===== config.mk =====
export PLATFORM = sky130hd
export DESIGN_NAME = imem_loader
export DESIGN_NICKNAME = d
export VERILOG_FILES = /design/src/rtl/imem_loader.sv
export SDC_FILE = /design/constraint.sdc
export NUM_CORES = 1
export LEC_CHECK = 0
export CORE_MARGIN = 2
export CORE_UTILIZATION = 56
export CTS_CLUSTER_SIZE = 28
export DETAILED_ROUTE_END_ITERATION = 8
export GPL_TIMING_DRIVEN = 0
export PLACE_DENSITY = 0.93
export SYNTH_ARGS = -nofsm -noshare
export SYNTH_HDL_FRONTEND = slang
export SYNTH_SLANG_ARGS = --single-unit

===== constraint.sdc =====
create_clock -name clk -period 4.7 [get_ports clk]
set_input_delay 0.705 -clock clk [delete_from_list [all_inputs] [get_ports clk]]
set_output_delay 0.705 -clock clk [all_outputs]
set_load 0.03 [all_outputs]

===== src/rtl/imem_loader.sv =====
// imem_loader: turns a length-prefixed byte stream into instruction memory word writes.
// Optional trailing XOR checksum byte when LOADER_CHECKSUM_EN is defined.
module imem_loader #(
    parameter int MEM_SIZE = 128
) (
    input  logic        clk,
    input  logic        rst_n,
    input  logic        byte_valid,
    input  logic [7:0]  byte_data,
    output logic        byte_ready,
    input  logic        start,
    output logic        imem_we,
    output logic [31:0] imem_addr,
    output logic [31:0] imem_wdata,
    output logic        cpu_hold,
    output logic        done,
    output logic        error
);
    localparam int IW = $clog2(MEM_SIZE) + 1;

    typedef enum logic [2:0] {
        LEN_LO,
        LEN_HI,
        DATA,
`ifdef LOADER_CHECKSUM_EN
        CHK,
`endif
        DONE,
        ERROR
    } state_t;

`ifdef LOADER_CHECKSUM_EN
    localparam state_t FIN = CHK;
`else
    localparam state_t FIN = DONE;
`endif

    state_t        state;
    state_t        state_n;
    logic [15:0]   len;
    logic [15:0]   len_full;
    logic [IW-1:0] idx;
    logic [1:0]    lane;
    logic [23:0]   word;
    logic          xfer;
    logic          last_word;
`ifdef LOADER_CHECKSUM_EN
    logic [7:0]    csum;
`endif

    assign xfer      = byte_valid && byte_ready;
    assign len_full  = {byte_data, len[7:0]};
    assign last_word = (16'(idx) == len - 16'd1);

    always_comb begin
        state_n = state;
        unique case (state)
            LEN_LO: if (xfer) state_n = LEN_HI;
            LEN_HI: begin
                if (xfer) begin
                    if (len_full > 16'(MEM_SIZE))
                        state_n = ERROR;
                    else if (len_full == 16'd0)
                        state_n = FIN;
                    else
                        state_n = DATA;
                end
            end
            DATA: if (xfer && lane == 2'd3 && last_word) state_n = FIN;
`ifdef LOADER_CHECKSUM_EN
            CHK: if (xfer) state_n = (byte_data == csum) ? DONE : ERROR;
`endif
            DONE:  if (start) state_n = LEN_LO;
            ERROR: if (start) state_n = LEN_LO;
            default: state_n = LEN_LO;
        endcase
    end

    // Status outputs are registered from the next state so they move with it.
    always_ff @(posedge clk or negedge rst_n) begin
        if (!rst_n) begin
            state      <= LEN_LO;
            len        <= '0;
            idx        <= '0;
            lane       <= '0;
            word       <= '0;
`ifdef LOADER_CHECKSUM_EN
            csum       <= '0;
`endif
            imem_we    <= 1'b0;
            imem_addr  <= '0;
            imem_wdata <= '0;
            byte_ready <= 1'b0;
            cpu_hold   <= 1'b1;
            done       <= 1'b0;
            error      <= 1'b0;
        end else begin
            state      <= state_n;
            imem_we    <= 1'b0;
            byte_ready <= (state_n != DONE) && (state_n != ERROR);
            cpu_hold   <= (state_n != DONE);
            done       <= (state_n == DONE);
            error      <= (state_n == ERROR);
            if (xfer) begin
                unique case (state)
                    LEN_LO: begin
                        len[7:0] <= byte_data;
                        idx      <= '0;
                        lane     <= '0;
`ifdef LOADER_CHECKSUM_EN
                        csum     <= '0;
`endif
                    end
                    LEN_HI: len[15:8] <= byte_data;
                    DATA: begin
                        lane <= lane + 2'd1;
`ifdef LOADER_CHECKSUM_EN
                        csum <= csum ^ byte_data;
`endif
                        unique case (lane)
                            2'd0: word[7:0]   <= byte_data;
                            2'd1: word[15:8]  <= byte_data;
                            2'd2: word[23:16] <= byte_data;
                            2'd3: begin
                                imem_we    <= 1'b1;
                                imem_addr  <= {{(30-IW){1'b0}}, idx, 2'b00};
                                imem_wdata <= {byte_data, word};
                                idx        <= idx + IW'(1);
                            end
                            default: ;
                        endcase
                    end
                    default: ;
                endcase
            end
        end
    end

endmodule

==> results.md <==
* Status: completed
* Final TNS setup at 0 ns
* Net Switching at 0.000687 W
* Number of H-tree levels at 3
* Pins Over Slew Limit at 0
* Via density at 5.35
* HPWL after DPL at 6990 um
* Sequential Power Share at 0.479
* Vias in the first global route at 3464
* CP max stage delay at 0.45 ns
* CP most frequent cell: nor4_1
* Chip width at 93.5 um
* Top cell type's share of synthesized area at 0.541
* Startpoint types: flop
* DR vias at 3452
* Cell Area, Synth at 4480 um^2
* Final WL at 9740 um
* Relative slew slack at 0.563
* First-pass GRT wire length at 16600 um
* Final non-filler cell area at 5480 um^2
* Maxcap violations at 0
* Inserted Diodes at 0
* Iter 0 DRT Violations at 257
* Post-synth EDFFs at 0
* VDD IR max at 0.267 mV
* Fmax at 357 MHz
* Final Non-Filler Cells at 645
* Critical Setup Path Class: flop to flop
* GRT Util Overall at 0.246
* Register area share after synthesis at 0.547
* Hold WC Path Type: input pin to async pin
* Post-route DRC violation count at 0
* Placed Cells at 629
* Sw Ratio at 0.328
* Area Overhead vs Synth at 22.1%
* WP data required at 4.96 ns
* # rows at 32
* Detailed-router iteration count before antenna repair at 4
* Initial core utilization at 0.580
* Critical Path AT at 3.06 ns
* R2r worst-path depth at 9
* CTS Buffer Depth at 2
* Worst-Skew Late Latency at 0.37 ns
* Slowest cell on the critical path: or4b_1
* CP top delay family: simple AND/OR/NAND/NOR gates
* Critical path depth at 9
* Grt met3 use at 0.0596
* Port bufs at 56
* Ys flop type: dfrtp_1
* Largest area contributor in the synthesized netlist: dfrtp_1
* Worst path cell trace: inv_1, ha_1, or4b_1, buf_2, nor4_1, xor2_1, nor4_1, nand4_2, nor2b_1
* Final setup fails at 0
* Global Route met1 Usage at 0.317
* Maximum net fanout on the critical path at 10
* Ys async rst share at 1.00
* Busiest grt layer: met2
* GR Util met2 at 0.415
* Syn. warnings at 0
* WP buf/inv at 2
* Yosys cell types at 47
* FF+latch count, synth at 98
* GRT Residual Overflow at 0
* Final min period at 2.80 ns
* Layout Skew at 0.00833 ns
* CTS tree: yes
* Core area at 7730 um^2
* Initial antenna violation count at 0
* # hold bufs at CTS at 0
* Worst-margin pin slew at 0.652 ns
* I/O pin count at 81
* Placer Congestion at 0.862
* Avg Cell Area, Syn at 10.0 um^2
* Pwr dens at 382 nW/um^2
* Antenna-violating nets left at 0
* Clock-pin slew on the worst setup and hold paths at 0.09 ns
* Total CTS buffers at 9
* Clock sink count at 98
* Clk pwr share at 0.260
* Die height at 93.5 um
* Syn Inst Count at 447
* Resized cells post-CTS at 0
* Die area at 8740 um^2
* Internal power at 0.00141 W
* Layout cells sized above 1 at 0.158
* Top cells by area, synth: dfrtp_1, nand2_1, mux2_2
* Root Buffer Master: clkbuf_8
* Wirelength per Cell at 15.1 um
* Logic pwr share at 0.262
* Largest net degree at the start of global routing at 67
* Number of setup buffers added after CTS at 0
* LEAKAGE at 2.72 nW
* Type of destination of the critical path: flop
* Placed cell area at 5280 um^2
* Fin crit share at 0.596
* RSZ-0062 raised after global routing: false
* Hold Vio Cnt, Final at 0
* # nets final at 556
flip-flops by register name, summed over array words and instances, names as in the netlist:
register,count
byte_ready,1
cpu_hold,1
done,1
error,1
idx,8
imem_addr,8
imem_wdata,32
imem_we,1
lane,2
len,16
state,3
word,24
cell usage after synthesis, types with 2 or more instances:
cell type	n
a211o_1	2
a211oi_1	2
a21oi_1	11
a31oi_1	2
a32oi_1	3
buf_2	2
buf_4	24
clkbuf_1	18
dfrtp_1	97
ha_1	6
inv_1	11
mux2_2	36
nand2_1	138
nand2b_1	3
nand3_1	2
nand4_1	4
nand4b_1	2
nor2_1	11
nor2b_1	2
nor3_1	4
nor4_1	9
o21ai_0	15
o31ai_1	2
or2_2	2
or3_1	4
or4_1	3
xnor2_1	5
xor2_1	8
cell usage in the layout (no fill, tap or decap), types with 3 or more instances in the layout:
| cell type | instances |
|---|---|
| xor2_1 | 8 |
| nor2_1 | 11 |
| or4_1 | 3 |
| buf_4 | 25 |
| a21oi_1 | 11 |
| clkbuf_8 | 9 |
| inv_1 | 11 |
| clkdlybuf4s50_1 | 55 |
| a32oi_1 | 3 |
| nor4_1 | 9 |
| o21ai_0 | 15 |
| nand2_1 | 138 |
| or3_1 | 4 |
| mux2_2 | 36 |
| xnor2_1 | 5 |
| nand4_1 | 4 |
| dfrtp_1 | 97 |
| clkbuf_1 | 19 |
| conb_1 | 24 |
| nand2b_1 | 3 |
| ha_1 | 6 |
| nor3_1 | 4 |
metal layers:
layer	part of all wire	vias to the layer above
li1	-	1621
met1	0.40	1660
met2	0.50	142
met3	0.074	29
met4	0.027	0
met5	0	-
layout make-up:
type | count | area [um^2]
sequential | 98 | 2450
fill | 514 | 2250
multi-input combinational | 315 | 1800
timing repair buffer | 57 | 586
buffer | 45 | 269
clock buffer | 10 | 128
tap | 102 | 128
clock inverter | 6 | 65.1
inverter | 12 | 45.0
kinds of logic (layout without fill, tap and decap cells):
kind of cell,count (synthesis),count (layout),share of synthesized area
muxes,36,36,0.0904
xor gates and xnor gates,13,13,0.0254
and+or+nand+nor,192,192,0.189
AOI/OAI and AO/OA,44,44,0.0600
buffers and inverters,57,130,0.0701
adders and majority gates,6,6,0.0167
DFF,98,98,0.547
other,1,24,0.000836
metrics by stage:
stage	util	total power [W]	setup slack [ns]	hold WS, ns
2_1_floorplan	-	0.00141	2.26	0.409
3_5_place_dp	0.684	0.00155	1.62	0.449
4_1_cts	0.709	0.00209	1.92	0.270
5_1_grt	0.709	0.00221	1.63	0.294
3_3_place_gp	0.680	0.00152	-0.462	0.442
6_report	0.709	0.00209	1.90	0.264
path summary, 6_finish.rpt:
| path | slack [ns] | start | to |
|---|---|---|---|
| min | 0.26 | rst_n | imem_wdata[26]$_DFFE_PN0P_ |
| min in group clk | 0.47 | word[6]$_DFFE_PN0P_ | imem_wdata[6]$_DFFE_PN0P_ |
| min reg2reg | 0.47 | word[6]$_DFFE_PN0P_ | imem_wdata[6]$_DFFE_PN0P_ |
| max reg2reg | 1.90 | len[0]$_DFFE_PN0P_ | byte_ready$_DFF_PN0_ |
| max | 1.90 | len[0]$_DFFE_PN0P_ | byte_ready$_DFF_PN0_ |
| max in group asynchronous | 3.75 | rst_n | cpu_hold$_DFF_PN1_ |
power by group through the flow:
stage | Combinational [W] | Clock, W | Sequential, W
after detailed placement | 0.000539 | 0 | 0.00102
after floorplan | 0.000400 | 0 | 0.00101
after global routing | 0.000602 | 0.000588 | 0.00102
after global placement | 0.000509 | 0 | 0.00101
after CTS | 0.000544 | 0.000548 | 0.00100
final | 0.000548 | 0.000543 | 0.00100
No activity file was read; power rests on OpenSTA's default activity.
